--- config.mk ---
export PLATFORM = sky130hd
export DESIGN_NAME = ahb_ui_write_feeder
export DESIGN_NICKNAME = d
export VERILOG_FILES = /design/src/rtl/ahb_ui_write_feeder.sv
export SDC_FILE = /design/constraint.sdc
export NUM_CORES = 1
export LEC_CHECK = 0
export BUFFER_PORTS_ARGS = -buffer_cell sky130_fd_sc_hd__buf_2
export CAP_MARGIN = 20
export CORE_MARGIN = 5
export CORE_UTILIZATION = 40
export DETAILED_ROUTE_END_ITERATION = 7
export GPL_ROUTABILITY_DRIVEN = 0
export RECOVER_POWER = 50
export SLEW_MARGIN = 20
export SYNTH_ARGS = -nofsm -noshare
export SYNTH_HDL_FRONTEND = slang
export SYNTH_SLANG_ARGS = --single-unit
--- constraint.sdc ---
create_clock -name i_hclk -period 6.5 [get_ports i_hclk]
set_input_delay 0.325 -clock i_hclk [delete_from_list [all_inputs] [get_ports i_hclk]]
set_output_delay 0.325 -clock i_hclk [all_outputs]
set_load 0.01 [all_outputs]
--- src/rtl/ahb_ui_write_feeder.sv ---
// ahb_ui_write_feeder
//   Upstream stage of ahb_master. Turns a write-command stream and a write-data
//   stream into the master's user interface, advancing only when i_next=1.
//   Write data is buffered in an internal FIFO. When the FIFO is empty, the
//   block presents dav=0 bubble beats. This block never issues reads.
//
// Optional feature macro: AHB_UI_FEEDER_MERGE_EN
//   When defined, a command that continues exactly where the current burst
//   ends (same size, address == next_addr) is merged into the running burst.
//
// Ports
//   i_hclk, i_hreset           clock, synchronous active-high reset
//   i_cmd_*/o_cmd_ready        command stream (addr, len in beats, hsize)
//   i_wdata_*/o_wdata_ready    write-data stream into the FIFO
//   i_next                     master o_next; UI outputs update only when 1
//   o_data/o_dav/o_addr/o_size/o_wr/o_rd/o_min_len/o_cont   master UI
//   o_busy                     FSM not idle
//   o_level                    FIFO occupancy
module ahb_ui_write_feeder #(
  parameter int DATA_WDT = 32,
  parameter int BEAT_WDT = 32,
  parameter int DEPTH    = 16
) (
  input  logic                       i_hclk,
  input  logic                       i_hreset,
  input  logic                       i_cmd_valid,
  output logic                       o_cmd_ready,
  input  logic [31:0]                i_cmd_addr,
  input  logic [BEAT_WDT-1:0]        i_cmd_len,
  input  logic [2:0]                 i_cmd_size,
  input  logic                       i_wdata_valid,
  output logic                       o_wdata_ready,
  input  logic [DATA_WDT-1:0]        i_wdata,
  input  logic                       i_next,
  output logic [DATA_WDT-1:0]        o_data,
  output logic                       o_dav,
  output logic [31:0]                o_addr,
  output logic [2:0]                 o_size,
  output logic                       o_wr,
  output logic                       o_rd,
  output logic [BEAT_WDT-1:0]        o_min_len,
  output logic                       o_cont,
  output logic                       o_busy,
  output logic [$clog2(DEPTH):0]     o_level
);

  localparam int AW = $clog2(DEPTH);
  localparam int LW = AW + 1;

  typedef enum logic [1:0] {S_IDLE, S_ARM, S_STREAM} state_t;

  // ---------------- write-data FIFO ----------------
  logic [DATA_WDT-1:0] mem_q [DEPTH];
  logic [AW-1:0]       wptr_q, rptr_q;
  logic [LW-1:0]       level_q;
  logic                push, pop, avail;
  logic [DATA_WDT-1:0] head;

  assign o_wdata_ready = (level_q != LW'(DEPTH));
  assign push          = i_wdata_valid & o_wdata_ready;
  assign avail         = (level_q != '0);
  // Never-written slots would read as X; present zero while empty instead.
  assign head          = avail ? mem_q[rptr_q] : '0;

  always_ff @(posedge i_hclk) begin
    if (push) mem_q[wptr_q] <= i_wdata;
  end

  always_ff @(posedge i_hclk) begin
    if (i_hreset) begin
      wptr_q  <= '0;
      rptr_q  <= '0;
      level_q <= '0;
    end else begin
      if (push) wptr_q <= wptr_q + AW'(1);
      if (pop)  rptr_q <= rptr_q + AW'(1);
      level_q <= level_q + LW'(push) - LW'(pop);
    end
  end

  // ---------------- command / UI FSM ----------------
  state_t              state_q, state_d;
  logic [31:0]         lat_addr_q, lat_addr_d;
  logic [BEAT_WDT-1:0] lat_len_q, lat_len_d;
  logic [2:0]          lat_size_q, lat_size_d;
  logic [BEAT_WDT-1:0] rem_q, rem_d;
  logic [31:0]         next_addr_q, next_addr_d;
  logic [DATA_WDT-1:0] data_q, data_d;
  logic                dav_q, dav_d;
  logic [31:0]         addr_q, addr_d;
  logic [2:0]          size_q, size_d;
  logic                wr_q, wr_d;
  logic [BEAT_WDT-1:0] min_len_q, min_len_d;
  logic                cont_q, cont_d;
  logic                merge_ok;

  function automatic logic [31:0] beat_step(input logic [2:0] sz, input logic en);
    return en ? (32'd1 << sz) : 32'd0;
  endfunction

  always_comb begin
    state_d     = state_q;
    lat_addr_d  = lat_addr_q;
    lat_len_d   = lat_len_q;
    lat_size_d  = lat_size_q;
    rem_d       = rem_q;
    next_addr_d = next_addr_q;
    data_d      = data_q;
    dav_d       = dav_q;
    addr_d      = addr_q;
    size_d      = size_q;
    wr_d        = wr_q;
    min_len_d   = min_len_q;
    cont_d      = cont_q;
    pop         = 1'b0;
    o_cmd_ready = 1'b0;
`ifdef AHB_UI_FEEDER_MERGE_EN
    merge_ok    = i_cmd_valid && (i_cmd_len != '0) &&
                  (i_cmd_addr == next_addr_q) && (i_cmd_size == size_q);
`else
    merge_ok    = 1'b0;
`endif

    unique case (state_q)
      S_IDLE: begin
        o_cmd_ready = 1'b1;
        if (i_cmd_valid && (i_cmd_len != '0)) begin
          lat_addr_d = i_cmd_addr;
          lat_len_d  = i_cmd_len;
          lat_size_d = i_cmd_size;
          state_d    = S_ARM;
        end
      end
      S_ARM: begin
        if (i_next) begin
          wr_d        = 1'b1;
          cont_d      = 1'b0;
          addr_d      = lat_addr_q;
          size_d      = lat_size_q;
          min_len_d   = lat_len_q;
          dav_d       = avail;
          data_d      = head;
          pop         = avail;
          rem_d       = lat_len_q - BEAT_WDT'(avail);
          next_addr_d = lat_addr_q + beat_step(lat_size_q, avail);
          state_d     = S_STREAM;
        end
      end
      S_STREAM: begin
        if (i_next) begin
          if (rem_q != '0) begin
            cont_d      = 1'b1;
            dav_d       = avail;
            data_d      = head;
            pop         = avail;
            rem_d       = rem_q - BEAT_WDT'(avail);
            next_addr_d = next_addr_q + beat_step(size_q, avail);
          end else if (merge_ok) begin
            // Contiguous follow-on command: extend the burst without dropping o_wr.
            o_cmd_ready = 1'b1;
            wr_d        = 1'b1;
            cont_d      = 1'b1;
            min_len_d   = i_cmd_len;
            dav_d       = avail;
            data_d      = head;
            pop         = avail;
            rem_d       = i_cmd_len - BEAT_WDT'(avail);
            next_addr_d = next_addr_q + beat_step(size_q, avail);
          end else begin
            wr_d    = 1'b0;
            dav_d   = 1'b0;
            cont_d  = 1'b0;
            state_d = S_IDLE;
          end
        end
      end
      default: state_d = S_IDLE;
    endcase
  end

  always_ff @(posedge i_hclk) begin
    if (i_hreset) begin
      state_q     <= S_IDLE;
      lat_addr_q  <= '0;
      lat_len_q   <= '0;
      lat_size_q  <= '0;
      rem_q       <= '0;
      next_addr_q <= '0;
      data_q      <= '0;
      dav_q       <= 1'b0;
      addr_q      <= '0;
      size_q      <= '0;
      wr_q        <= 1'b0;
      min_len_q   <= '0;
      cont_q      <= 1'b0;
    end else begin
      state_q     <= state_d;
      lat_addr_q  <= lat_addr_d;
      lat_len_q   <= lat_len_d;
      lat_size_q  <= lat_size_d;
      rem_q       <= rem_d;
      next_addr_q <= next_addr_d;
      data_q      <= data_d;
      dav_q       <= dav_d;
      addr_q      <= addr_d;
      size_q      <= size_d;
      wr_q        <= wr_d;
      min_len_q   <= min_len_d;
      cont_q      <= cont_d;
    end
  end

  assign o_data    = data_q;
  assign o_dav     = dav_q;
  assign o_addr    = addr_q;
  assign o_size    = size_q;
  assign o_wr      = wr_q;
  assign o_rd      = 1'b0;
  assign o_min_len = min_len_q;
  assign o_cont    = cont_q;
  assign o_busy    = (state_q != S_IDLE);
  assign o_level   = level_q;

endmodule
# Word-level counts from Yosys, hierarchy flattened

Memories as Yosys holds them, arrays and structs flattened. A register that Yosys moved wholly into a read port is not among the register bits.
Cells that the tools add are included.
W data, S select, Z words.

Flip-flop bits (word level): 216
RAM bits: 512
Input port bits: 104
Output and inout port bits: 111
Word-level logic and storage cells: 78
Memories kept: 1

$add $sub $neg: 6
Eq/ne operators: 8
Mux-type cells: 34
Bitwise logic cells: 1
Reductions and logical operators: 13

Memories:

| memory | depth | bits a word | rd ports | clocked after memory_dff | write ports | line | source |
|---|---|---|---|---|---|---|---|
| mem_q  | 16    | 32          | 1        | 1                        | 1           | 53   | `logic [DATA_WDT-1:0] mem_q [DEPTH];` |

Operators with widths:

| cell                  | number |
|---|---|
| $mux W32              | 7 |
| $pmux W32 S2          | 2 |
| $reduce_bool A32 Y1   | 2 |
| $sub A32 B1 Y32       | 2 |
| $mux W1               | 14 |
| $reduce_and A4 Y1     | 3 |
| $ne A2 B2 Y1 const B  | 5 |
| $add A4 B1 Y4 const B | 2 |
| $mux W2               | 4 |
| $mux W4               | 2 |
| $pmux W1 S2           | 4 |
| $pmux W2 S3           | 1 |
| $add A5 B1 Y5         | 1 |
| $ne A5 B5 Y1 const B  | 1 |
| $reduce_bool A5 Y1    | 1 |
| $sub A5 B1 Y5         | 1 |
| $reduce_and A2 Y1     | 2 |
| $reduce_bool A2 Y1    | 2 |
| $reduce_and A3 Y1     | 1 |
| $eq A2 B1 Y1 const B  | 1 |
| $eq A2 B2 Y1 const B  | 1 |
| $logic_not A2 Y1      | 1 |
| $and A1 B1 Y1         | 1 |
| $logic_and A1 B1 Y1   | 1 |

# Longest topological paths before layout

Depth in word-level cells: 6
Mapped depth: 17
Gate-level depth less buffers: 15

# Least setup slack after synthesis

Ideal clock, no wire load.

Path type: reg-to-reg
Start point: reg level_q[2], in the netlist o_level[2]
End point: mem mem_q[3][0], enable pin
Setup time: 0.461 ns
Data arrival time: 3.567 ns
Required time: 6.039 ns
Slack: 2.472 ns
Stages on the path, launching flop included: 8
Buffers on the path: 1
Period minus slack after synthesis: 4.028 ns
Cells stage by stage: dfxtp_1 > inv_1 > ha_1 > nand3_1 > and2_1 > clkbuf_1 > nand2_1 > nor3_1

Cells in the longest elaborated chain, start to end: 4

Ends and longest elaborated chain:

| item                          | line | source |
|---|---|---|
| start, declared               | 55   | `logic [LW-1:0] level_q;` |
| start signal, assigned        | 77   | `level_q <= level_q + LW'(push) - LW'(pop);` |
| $ne A5 B5 Y1                  | 59   | `assign o_wdata_ready = (level_q != LW'(DEPTH));` |
| via o_wdata_ready             | 32   | `output logic o_wdata_ready,` |
| $and A1 B1 Y1                 | 60   | `assign push = i_wdata_valid & o_wdata_ready;` |
| $mux W1                       | 66   | `if (push) mem_q[wptr_q] <= i_wdata;` |
| $mux W1 (not written as such) | 66   |  |
| end, declared                 | 53   |  |

The timed path passes the listed nets, and every way through them passes these cells.

# Worst setup path after layout

Start point: reg state_q[0]
End point: reg rem_q[31]

Cells in the longest elaborated chain, start to end: 3
Elaborated cells between the ends (all ways): 8
Classes of those cells: eq/ne: 5; mux: 1; reduce/logical: 2

Ends and longest elaborated chain:

| item                                                         | line | source |
|---|---|---|
| start, declared                                              | 82   | `state_t state_q, state_d;` |
| start signal, assigned                                       | 197  | `state_q <= state_d;` |
| $eq A2 B2 Y1 or $eq A2 B1 Y1 (tied branches)                 | 124  | `unique case (state_q)` |
| $ne A2 B2 Y1 (no line) or $reduce_bool A2 Y1 (tied branches) | -    |  |
| $reduce_and A4 Y1 (no line)                                  | -    |  |
| end signal, assigned                                         | 201  | `rem_q <= rem_d;` |
| end, declared                                                | 86   | `logic [BEAT_WDT-1:0] rem_q, rem_d;` |

Several ways; a longest one is shown, not always the timed one.
A chain may end at the register's enable or synchronous reset.

==> key figures <==
Clock network
  • Worst-path clk slew: 0.06 ns
  • Clk Tree Root Cell: clkbuf_16
  • H-tree Lvls: 3
  • Clk Latency, worst-skew pair: 0.63 ns
  • Clock Tree Buf Depth: 3
  • # clock sinks: 732
  • CTS tree: built
  • CTS Buf Count: slightly below 80
  • Cts repair resizes: 0

Synthesis
  • Yosys cell types: 79
  • Count leader, synth: edfxtp_1
  • Synth area leaders: edfxtp_1 53%, dfxtp_1 15%, mux4_2 9.9%
  • Synth top area share: 0.526
  • Synth cell count leaders: 512 x edfxtp_1, 300 x nand2_1, 220 x dfxtp_1
  • Synth warn: 0
  • Area leader, netlist: edfxtp_1
  • Syn Inst Count: 2067
  • Synthesized area: 29200 um2
  • Dominant synthesized flop cell: edfxtp_1
  • EDFF count, synth: 512
  • Async set-reset flop share out of synthesis: 0
  • Syn_area_per_cell: 14.1 um2
  • #FFs+latches synth: ~730
  • Post-synthesis sequential area ratio: 0.677
  • Syn_nets: around 2200

Placement
  • DP HPWL: approximately 44 mm
  • Dpl ws: approximately 2.6 ns
  • Port Buffers: 213
  • Placed cell areas: 31400 um2

Drt
  • Residual DRC: 0
  • Final WL: 74.2 mm
  • Drt wl/cell: 22.2 um
  • 1st-iter DRT viols: 1522
  • Vias/cell: approximately 5.5
  • Antenna viol nets, final: 0
  • First drt pass iteration count: 5
  • Vias: around 18000

Timing
  • Setup violators final: 0
  • Fmax: ~250 MHz
  • Worst-margin pin slew: 3.19 ns
  • Max-slew violations: just under 70
  • Slew margin rel.: -1.13
  • Final hold violation count: 0
  • Fin crit share: 0.605
  • Total negative slack: 0 ns
  • Clock period minus worst slack: 3.93 ns
  • Final critical-path setup slack: 2.57 ns
  • RSZ-0062 raised after global routing: no
  • Final Skew: 0.0617 ns
  • Fin Hold WS: about 0.028 ns

Global routing
  • First-pass GRT wire length: 112 mm
  • Vias in the first global route: 18800
  • Maximum number of pins on one net before global-route repair: 97
  • GRT Total Usage: 0.184
  • Initial antenna violation count: 6
  • Overflow after GRT: 0

Floorplanning
  • Die Ht: 280 um
  • Starting Density: 0.402
  • Die area: 78600 um2
  • Core area: 72700 um2
  • Io pins: 215
  • Die Width: 280 um
  • Core Rows: 99

Worst setup path
  • WP data required: 6.96 ns
  • CP delay by family, top: simple AND/OR/NAND/NOR gates
  • CP peak stage delay: between 0.7 and 0.8 ns
  • Crit path buffers/inverters: 2
  • Crit Path Category: reg -> reg
  • Crit-path slowest cell: nor4_4
  • CP Launch Type: flop
  • Crit-path cells: inv_1, ha_4, buf_4, nor3b_1, o221ai_1, nor4_4, nand3_1, a2111oi_0, nor3_1
  • Crit path max fanout: 63
  • CP endpoint kind: flop
  • Worst Path Arrival: 4.39 ns

Final layout
  • Area taken by multi-input logic gates: 8930 um2
  • Layout cells sized above 1: 0.174
  • Fill cells: between 6000 and 7000
  • Finished Cell Area: 34500 um2
  • P&R area growth vs syn: 18.1%
  • Register Area: 19800 um2
  • Net count, final: 2442

Power and ir drop
  • VDD IR max: approximately 0.27 mV
  • Leak Pwr: around 11 nW
  • Pwr Total: 11.9 mW
  • Pwr dens: 346 nW/um2

Run
  • Max Cap Violations: 1

Outcome
  • Failing checks: capacitance limit, slew limit
  • Status: finished with violations

Hold path
  • Hold Crit Class: in -> reg
final timing paths:
path / from / endpoint / slack (ns) / depth (start not counted)
setup / recovery: state_q[0] / rem_q[31] / 2.57 / 9
hold / removal: i_cmd_len[16] / lat_len_q[16] / 0.03 / 3
setup reg to reg: state_q[0] / rem_q[31] / 2.57 / 9
hold reg to reg: lat_addr_q[0] / o_addr[0] / 0.45 / 2
area by class of cell:
cell class,count,share of cell area
multi-input cells,1178,0.259
repair buffers,310,0.0514
well taps,959,0.0348
flip-flops and latches,732,0.573
clock inverters,43,0.0156
inverters,20,0.00218
diodes,2,0.000145
clock buffers,103,0.0636
routing by layer:
metal	vias to the layer above	global-route usage	wire (um)
met1	9336	0.252	32000
met4	8	0.0611	2280
met2	637	0.302	35400
li1	8340	-	-
met5	-	0	55
met3	159	0.0310	4420
registers in the layout, indices dropped and copies added, names as in the netlist, named ones only:
register / cells
mem_q: 512
lat_addr_q: 32
lat_len_q: 32
o_addr: 32
o_data: 32
o_min_len: 32
rem_q: 32
o_level: 5
rptr_q: 4
wptr_q: 4
lat_size_q: 3
o_size: 3
state_q: 2
o_cont: 1
o_dav: 1
o_wr: 1
report_power, final:
group          internal, mW  leakage, nW  switching [mW]
Sequential             5.22         6.41           0.208
Clock                  2.76         1.34            1.86
Combinational         0.789         3.23            1.12
cell families after synthesis:
kind of cell	count (synthesis)	share of synthesized area
XOR/XNOR	11	0.00330
other	1	0.000128
AO/OA/AOI/OAI	369	0.0758
multiplexers	182	0.117
AND/OR/NAND/NOR	597	0.0960
flip-flops	732	0.677
adder cells (fa/ha/maj)	18	0.00796
buffers and inverters	157	0.0230
worst register-to-register path, delay by kind of cell, from the launching register on:
kind	cells	cell delay, ns
adder cells (fa/ha/maj)	1	0.63
AO/OA/AOI/OAI	2	0.80
AND/OR/NAND/NOR	4	1.36
flip-flops	1	0.33
buffers and inverters	2	0.69
per-stage QoR:
stage,utilization,cells
6_report,0.475,3347
3_3_place_gp,0.432,3141
4_1_cts,0.477,3344
5_1_grt,0.475,3346
2_1_floorplan,-,2067
3_5_place_dp,0.432,3141
repair_timing:
item,4_1_cts,5_1_grt
hold buffers,57,0
hold endpoints to repair,57,0
buffers inserted,0,0
placed cells by master (no fill, tap or decap), drive strengths merged, types with 32 or more instances in the layout:
| cell | count |
|---|---|
| a22oi | 36 |
| clkbuf | 245 |
| mux4 | 128 |
| nor2b | 46 |
| edfxtp | 512 |
| nand2 | 301 |
| nor2 | 106 |
| nor3 | 37 |
| buf | 111 |
| mux2i | 50 |
| a21oi | 203 |
| dlygate4sd3 | 57 |
| dfxtp | 220 |
| a211oi | 39 |
| clkinv | 32 |
No activity file was read; power rests on OpenSTA's default activity.
